## config.mk

```make
export PLATFORM = sky130hd
export DESIGN_NAME = sub_w_borrow_seq_flat
export DESIGN_NICKNAME = d
export VERILOG_FILES = /design/src/rtl/sub_w_borrow_seq_if.sv /design/src/rtl/sub_w_borrow_seq.sv /design/src/flat_wrapper.sv
export SDC_FILE = /design/constraint.sdc
export NUM_CORES = 1
export LEC_CHECK = 0
export ABC_AREA = 0
export BUFFER_PORTS_ARGS = -buffer_cell sky130_fd_sc_hd__buf_2
export CAP_MARGIN = 15
export CORE_MARGIN = 8
export CORE_UTILIZATION = 50
export DETAILED_ROUTE_END_ITERATION = 7
export GPL_ROUTABILITY_DRIVEN = 0
export PLACE_DENSITY_LB_ADDON = 0.3
export SYNTH_ARGS = -nofsm -noshare
export SYNTH_HDL_FRONTEND = slang
export SYNTH_SLANG_ARGS = --single-unit
```

## constraint.sdc

```tcl
create_clock -name clk -period 4.5 [get_ports clk]
set_input_delay 0.675 -clock clk [delete_from_list [all_inputs] [get_ports clk]]
set_output_delay 0.675 -clock clk [all_outputs]
set_load 0.005 [all_outputs]
```

## src/rtl/sub_w_borrow_seq_if.sv

```systemverilog
// Handshake and operand/result bundle for the sequential subtractor.
// master drives the request side; slave is the subtractor.
interface sub_w_borrow_seq_if #(
  parameter int WIDTH = 32
);
  logic             start;
  logic             b_in;
  logic [WIDTH-1:0] in_1;
  logic [WIDTH-1:0] in_2;
  logic [WIDTH-1:0] out;
  logic             b_out;
  logic             ovf;
  logic             zero;
  logic             busy;
  logic             done;

  modport master (
    output start, b_in, in_1, in_2,
    input  out, b_out, ovf, zero, busy, done
  );

  modport slave (
    input  start, b_in, in_1, in_2,
    output out, b_out, ovf, zero, busy, done
  );
endinterface

```

## src/rtl/sub_w_borrow_seq.sv

```systemverilog
// Multi-cycle subtractor with borrow: one CHUNK-bit slice per clock, LSB first.
//
// state | meaning
// IDLE  | waiting for start; last result held on outputs
// RUN   | one slice per clock, slice index in cnt_q
module sub_w_borrow_seq #(
  parameter int WIDTH = 32,
  parameter int CHUNK = 8
) (
  input  logic               clk,
  input  logic               rst,
  sub_w_borrow_seq_if.slave  bus
);
  localparam int N  = WIDTH / CHUNK;
  localparam int CW = (N > 1) ? $clog2(N) : 1;
  localparam logic [CW-1:0] LAST = CW'(N - 1);

  typedef enum logic {IDLE, RUN} state_t;

  state_t           state_q, state_d;
  logic [CW-1:0]    cnt_q, cnt_d;
  logic [WIDTH-1:0] a_q, a_d;
  logic [WIDTH-1:0] b_q, b_d;
  logic             borrow_q, borrow_d;
  logic [WIDTH-1:0] res_q, res_d;
  logic [WIDTH-1:0] out_q, out_d;
  logic             b_out_q, b_out_d;
  logic             ovf_q, ovf_d;
  logic             zero_q, zero_d;
  logic             busy_q, busy_d;
  logic             done_q, done_d;

  logic [CHUNK-1:0] a_slice;
  logic [CHUNK-1:0] b_slice;
  logic [CHUNK:0]   slice_diff;
  logic [WIDTH-1:0] res_next;

  // Select the active slice, subtract it with the stored borrow, merge into the working result
  always_comb begin
    a_slice = '0;
    b_slice = '0;
    for (int i = 0; i < N; i++) begin
      if (cnt_q == CW'(i)) begin
        a_slice = a_q[i*CHUNK +: CHUNK];
        b_slice = b_q[i*CHUNK +: CHUNK];
      end
    end
    slice_diff = {1'b0, a_slice} - {1'b0, b_slice} - {{CHUNK{1'b0}}, borrow_q};
    res_next = res_q;
    for (int i = 0; i < N; i++) begin
      if (cnt_q == CW'(i)) begin
        res_next[i*CHUNK +: CHUNK] = slice_diff[CHUNK-1:0];
      end
    end
  end

  // Next-state and registered-output logic
  always_comb begin
    state_d  = state_q;
    cnt_d    = cnt_q;
    a_d      = a_q;
    b_d      = b_q;
    borrow_d = borrow_q;
    res_d    = res_q;
    out_d    = out_q;
    b_out_d  = b_out_q;
    ovf_d    = ovf_q;
    zero_d   = zero_q;
    busy_d   = busy_q;
    done_d   = 1'b0;
    case (state_q)
      IDLE: begin
        if (bus.start) begin
          a_d      = bus.in_1;
          b_d      = bus.in_2;
          borrow_d = bus.b_in;
          cnt_d    = '0;
          busy_d   = 1'b1;
          state_d  = RUN;
        end
      end
      RUN: begin
        res_d    = res_next;
        borrow_d = slice_diff[CHUNK];
        cnt_d    = cnt_q + CW'(1);
        if (cnt_q == LAST) begin
          state_d = IDLE;
          busy_d  = 1'b0;
          done_d  = 1'b1;
          out_d   = res_next;
          b_out_d = slice_diff[CHUNK];
          // signed overflow: operand signs differ and the result sign departs from the minuend
          ovf_d   = (a_q[WIDTH-1] != b_q[WIDTH-1]) && (res_next[WIDTH-1] != a_q[WIDTH-1]);
          zero_d  = (res_next == '0);
        end
      end
      default: state_d = IDLE;
    endcase
  end

  // State and datapath registers
  always_ff @(posedge clk or posedge rst) begin
    if (rst) begin
      state_q  <= IDLE;
      cnt_q    <= '0;
      a_q      <= '0;
      b_q      <= '0;
      borrow_q <= 1'b0;
      res_q    <= '0;
      out_q    <= '0;
      b_out_q  <= 1'b0;
      ovf_q    <= 1'b0;
      zero_q   <= 1'b0;
      busy_q   <= 1'b0;
      done_q   <= 1'b0;
    end else begin
      state_q  <= state_d;
      cnt_q    <= cnt_d;
      a_q      <= a_d;
      b_q      <= b_d;
      borrow_q <= borrow_d;
      res_q    <= res_d;
      out_q    <= out_d;
      b_out_q  <= b_out_d;
      ovf_q    <= ovf_d;
      zero_q   <= zero_d;
      busy_q   <= busy_d;
      done_q   <= done_d;
    end
  end

  assign bus.out   = out_q;
  assign bus.b_out = b_out_q;
  assign bus.ovf   = ovf_q;
  assign bus.zero  = zero_q;
  assign bus.busy  = busy_q;
  assign bus.done  = done_q;
endmodule

```

## src/flat_wrapper.sv

```systemverilog
// flat-port wrapper written by rule: the top's interface ports become plain ports
module sub_w_borrow_seq_flat 
#(
  parameter int WIDTH = 32,
  parameter int CHUNK = 8
)
  (clk, rst, bus_start, bus_b_in, bus_in_1, bus_in_2, bus_out, bus_b_out, bus_ovf, bus_zero, bus_busy, bus_done);
  sub_w_borrow_seq_if #(.WIDTH(WIDTH)) bus_i ();
  input  logic clk;
  input  logic rst;
  input wire logic [$bits(bus_i.start)-1:0] bus_start;
  input wire logic [$bits(bus_i.b_in)-1:0] bus_b_in;
  input wire logic [$bits(bus_i.in_1)-1:0] bus_in_1;
  input wire logic [$bits(bus_i.in_2)-1:0] bus_in_2;
  output wire logic [$bits(bus_i.out)-1:0] bus_out;
  output wire logic [$bits(bus_i.b_out)-1:0] bus_b_out;
  output wire logic [$bits(bus_i.ovf)-1:0] bus_ovf;
  output wire logic [$bits(bus_i.zero)-1:0] bus_zero;
  output wire logic [$bits(bus_i.busy)-1:0] bus_busy;
  output wire logic [$bits(bus_i.done)-1:0] bus_done;
  assign bus_i.start = bus_start;
  assign bus_i.b_in = bus_b_in;
  assign bus_i.in_1 = bus_in_1;
  assign bus_i.in_2 = bus_in_2;
  assign bus_out = bus_i.out;
  assign bus_b_out = bus_i.b_out;
  assign bus_ovf = bus_i.ovf;
  assign bus_zero = bus_i.zero;
  assign bus_busy = bus_i.busy;
  assign bus_done = bus_i.done;
  sub_w_borrow_seq #(.WIDTH(WIDTH), .CHUNK(CHUNK)) u_core (.clk(clk), .rst(rst), .bus(bus_i));
endmodule
```

; ---- Word level (Yosys, flattened, before mapping)
; Index checks and enable logic that the tools add are counted.
[totals]
regBits = 137
input_bits = 68
output_inout_bits = 37
wordCells = 53
[op_classes]
n_addsub = 3
n_eq_ne = 7
mux = 24
bitwise_logic = 1
reduce_logical = 6
[op_table]
columns = cell, count
row1 = 2-to-1 mux 8 bit, 12
row2 = logical NOT 32 bit, 1
row3 = subtractor 8 x 8 -> 9 bit, 1
row4 = subtractor 9 x 1 -> 9 bit, 1
row5 = 2-to-1 mux 1 bit, 7
row6 = case mux 1 bit (2 select lines), 3
row7 = AND reduction 2 bit, 3
row8 = equality test 2 bit (second input constant), 2
row9 = != test 2 bit (second input constant), 2
row10 = case mux 2 bit (2 select lines), 1
row11 = adder 2 x 1 -> 2 bit (second input constant), 1
row12 = equality test 2 x 1 -> 1 bit (second input constant), 1
row13 = logical NOT 2 bit, 1
row14 = 2-to-1 mux 2 bit, 1
row15 = != test 1 bit, 2
row16 = logical AND 1 bit, 1
row17 = inverter 1 bit, 1

; ---- Longest topological paths before layout
[depth]
depth_word = 10
depth_mapped = 21
ltp_nobuf = 19

; ---- Worst setup path after synthesis
; Ideal clock, no wire load.
[synth_timing]
path_kind = register to register
from = register u_core.cnt_q[0]
to = register u_core.zero_q (netlist: u_core.bus.zero)
setup_ns = 0.092
arrival_ns = 4.040
required_ns = 4.408
path_slack_ns = 0.368
path_stages_with_launch = 19
n_path_buf = 2
period_less_slack_ns = 4.132
path_cell_list = dfrtp_1 -> inv_1 -> ha_1 -> clkbuf_1 -> buf_1 -> and3_1 -> a21oi_1 -> nor2_1 -> a21oi_1 -> o21ai_0 -> fa_1 -> fa_1 -> a21boi_1 -> o22ai_1 -> xnor2_1 -> o21ai_1 -> a2111oi_2 -> o2111ai_1 -> o31ai_2
[synth_between]
elab_chain_len = 9
elab_cells_between_ends = 20
cone_classes = add/sub (2) / eq/ne (3) / mux (12) / reduce/logical (3)
[synth_lines]
columns = item, line
row1 = start: declaration, sub_w_borrow_seq.sv:21  ; logic [CW-1:0] cnt_q, cnt_d;
row2 = start signal: assignment, sub_w_borrow_seq.sv:118  ; cnt_q <= cnt_d;
row3 = logical NOT 2 bit, "sub_w_borrow_seq.sv:43, sub_w_borrow_seq.sv:51"
row4 = 2-to-1 mux 8 bit (4 in series), sub_w_borrow_seq.sv:43  ; if (cnt_q == CW'(i)) begin
row5 = subtractor 8 x 8 -> 9 bit, sub_w_borrow_seq.sv:48  ; slice_diff = {1'b0, a_slice} - {1'b0, b_slice} - {{CHUNK{1'b0}}, borrow_q};
row6 = subtractor 9 x 1 -> 9 bit, sub_w_borrow_seq.sv:48
row7 = 2-to-1 mux 8 bit, sub_w_borrow_seq.sv:51  ; if (cnt_q == CW'(i)) begin
row8 = logical NOT 32 bit, sub_w_borrow_seq.sv:94  ; zero_d = (res_next == '0);
row9 = end signal: assignment, sub_w_borrow_seq.sv:126  ; zero_q <= zero_d;
row10 = end: declaration, sub_w_borrow_seq.sv:29  ; logic zero_q, zero_d;
; Parallel ways exist; a longest one is shown, timed or not.
; A chain may end at the register's enable or synchronous reset.

; ---- Final worst setup path
[layout_timing]
from = register u_core.cnt_q[1]
to = register u_core.zero_q (netlist: u_core.bus.zero)
; Same word-level chain as after synthesis.

==> flow_metrics.py <==
metrics = {
    "run_status": {
        "status": "complete, no violations",
    },
    "floorplan": {
        "core-area_um2": 12700,
        "io_pins": 105,
        "die_area_um2": 16900,
        "die_h_um": 130,
        "start_util_pct": 51.4,
        "rows": 41,
        "die_w_um": 130,
    },
    "clocking": {
        "cts_buffer_depth": 2,
        "clock_insertion_delay_worst_skew_ps": 430,
        "cts_resized": 0,
        "cts_sinks": 136,
        "root_buffer": "clkbuf_16",
        "cts_hold_buf": 0,
        "cts_buffers": 17,
        "cts_setup_buffers": 0,
        "path_clk_slew_ps": 60,
        "tritoncts": "built",
        "cts.htree.levels": 4,
    },
    "routing": {
        "wl_per_cell_um": 17.1,
        "vias": 5000,
        "met1_length_um": 6700,
        "drt_iter0_markers": 385,
        "ant_nets": 0,
        "drt-pass1-iter-count": 5,
        "wl_met2_um": 7460,
        "via_per_inst": 5.42,
        "top_layer_used": "met4",
        "dr_wl_met3_um": 1000,
        "drc": 0,
        "wl_um": 15700,
    },
    "synthesis": {
        "synth_top_flop_cell": "dfrtp_1",
        "syn-instance-count": 635,
        "avgSynthCellArea_um2": 10.3,
        "yosysTopAreaCellShare_pct": 52.2,
        "synthesis.nets": 721,
        "yosysWarnings": 0,
        "synth_edf_count": 0,
        "ys_seq_area_share_pct": 52.2,
        "synthTopCellsByArea": "dfrtp_1, mux2_2, nand2_1",
        "async_reset_ff_share_pct": 100,
        "synth_area_leader_cell": "dfrtp_1",
        "synth.distinct_cells": 54,
        "syn_area_um2": 6510,
        "synth-seq-cells": 136,
    },
    "grt": {
        "grt_usage_pct": 19.8,
        "antenna_found_initial": 0,
        "grt_max_degree": 108,
        "grt_overflow": 0,
        "grt_pass1_vias": 5225,
        "grt_pass1_wl_um": 25700,
    },
    "worst_setup_path": {
        "start_kind": "flop",
        "critPathCaptureType": "flop",
        "crit_type": "reg2reg",
        "arrival_ps": 4390,
        "max_stage_delay_ps": 580,
        "path_cells": "inv_1 -> ha_1 -> inv_1 -> and3_1 -> a21oi_1 -> nor2_1 -> a21oi_1 -> o21ai_0 -> fa_1 -> fa_1 -> o21ai_0 -> a2111oi_0 -> o21ai_1 -> a2111oi_2 -> o2111ai_1 -> o31ai_2",
        "cp.required_ps": 4830,
        "crit_slowest_cell": "fa_1",
        "worst-path-max-fanout": 15,
    },
    "sta": {
        "worst_slew_pin_slew_ps": 949,
        "setup_viol": 0,
        "hold_viol_final": 0,
        "fin_worst_skew_ps": 16.5,
        "drv_slew": 0,
        "post-route-period-util_pct": 90.2,
        "fmax_mhz": 246,
        "rsz0062_at_grt": "no",
        "min_period_ps": 4060,
        "slew_headroom_pct": 36.7,
        "setup_tns_ps": 0,
    },
    "cells_and_area": {
        "nets": 823,
        "antennaDiodeCount": 0,
        "register_area_um2": 3400,
        "multiInputGateArea_um2": 2890,
        "n_fill_cell": 1074,
        "area_delta_synth_final_pct": 19.7,
        "instances_no_fill": 922,
        "drive_above_1_share_pct": 30.3,
    },
    "placement": {
        "dp_hpwl_um": 11700,
        "io_buffer_count": 104,
        "dp_cells": 890,
    },
    "min_path": {
        "hp-class": "in2async",
    },
    "flow_run": {
        "maxCapViolations": 0,
    },
}
cell type report:
type	count	area share [%]
Timing Repair Buffer	118	8.02
Clock inverter	8	0.882
Clock buffer	24	6.43
Sequential cell	136	43.6
Tap cell	172	2.76
Inverter	25	1.27
Multi-Input combinational cell	439	37.0
path summary, 6_finish.rpt:
path                                     from                 end  slack, ps  depth (start not counted)
min in group clk           u_core.bus.out[26]  u_core.bus.out[26]        470                          1
max in group asynchronous                 rst     u_core.res_q[0]       3070                          3
min reg2reg                u_core.bus.out[26]  u_core.bus.out[26]        470                          1
max reg2reg                   u_core.cnt_q[1]     u_core.bus.zero        440                         16
min                                       rst      u_core.a_q[11]        450                          2
max                           u_core.cnt_q[1]     u_core.bus.zero        440                         16
synthesized netlist by cell type, types with 2 or more instances:
cell,count
o21ai_0,62
o21a_1,2
nor2b_1,3
and3_1,16
a21oi_1,53
inv_1,24
xor2_1,2
nand3b_1,2
a31oi_1,3
xnor2_1,6
buf_1,8
nor2_1,48
or3_1,4
ha_1,16
o31ai_1,3
o211ai_2,2
nand2_1,91
dfrtp_1,136
clkbuf_1,25
nor4_1,4
nand2b_1,3
mux2i_1,13
a21o_1,8
mux2_2,65
fa_1,2
or2_2,2
nor3_1,4
o22ai_1,2
cell usage in the layout, fill, tap and decap left out, types with 2 or more instances in the layout:
| master | n |
|---|---|
| clkbuf_8 | 5 |
| o211ai_2 | 2 |
| xnor2_1 | 6 |
| xor2_1 | 2 |
| nand2b_1 | 3 |
| nor2b_1 | 2 |
| nand3b_1 | 2 |
| a21o_1 | 8 |
| nor3_1 | 4 |
| o21a_1 | 2 |
| nand2_1 | 90 |
| o21ai_0 | 62 |
| o31ai_1 | 3 |
| a21oi_1 | 53 |
| nor4_1 | 4 |
| clkbuf_1 | 2 |
| clkinv_2 | 6 |
| mux2i_1 | 13 |
| nor2_1 | 48 |
| o22ai_1 | 2 |
| ha_1 | 16 |
| dfrtp_1 | 136 |
| clkbuf_16 | 17 |
| buf_4 | 14 |
| fa_1 | 2 |
| or2_2 | 2 |
| buf_2 | 104 |
| mux2_2 | 65 |
| inv_1 | 23 |
| or3_1 | 4 |
| and3_1 | 16 |
| a31oi_1 | 3 |
worst max-delay path, delay by kind of cell, from the launching register on:
kind	cells	cell delay, ps
buffers and inverters	2	300
adder cells (fa/ha/maj)	3	1240
AND/OR/NAND/NOR	2	280
AO/OA/AOI/OAI	9	1720
flip-flops	1	410
through the flow:
stage	utilization, %	worst slack (ps)	area [um2]	hold WS [ps]
after floorplan	-	186	6520	447
after global placement	57.1	621	7230	456
after detailed placement	57.1	521	7230	462
after CTS	61.6	501	7800	460
after global routing	61.6	233	7800	471
final	61.6	443	7800	446
logic make-up after synthesis:
kind of cell    synth area share [%]
compound gates                  13.8
xor+xnor                        1.08
fa+ha+maj                       3.69
buf+inv                         3.59
flops                           52.2
mux                             13.2
simple gates                    12.3
routing by layer:
metal	GRT usage [%]	vias up
met5	0	-
met4	11.1	0
met3	5.02	38
met2	31.1	160
met1	24.5	2404
li1	-	2398
registers in the layout, summed over array words and instances (netlist names):
name and count:
u_core.a_q 32, u_core.b_q 32, u_core.borrow_q 1, u_core.bus.b_out 1
u_core.bus.busy 1, u_core.bus.done 1, u_core.bus.out 32, u_core.bus.ovf 1
u_core.bus.zero 1, u_core.cnt_q 2, u_core.res_q 31, u_core.state_q 1
Power is left out: the tool's default activity adds up to more than one toggle a clock period on the data nets, which glitch-free logic cannot reach.
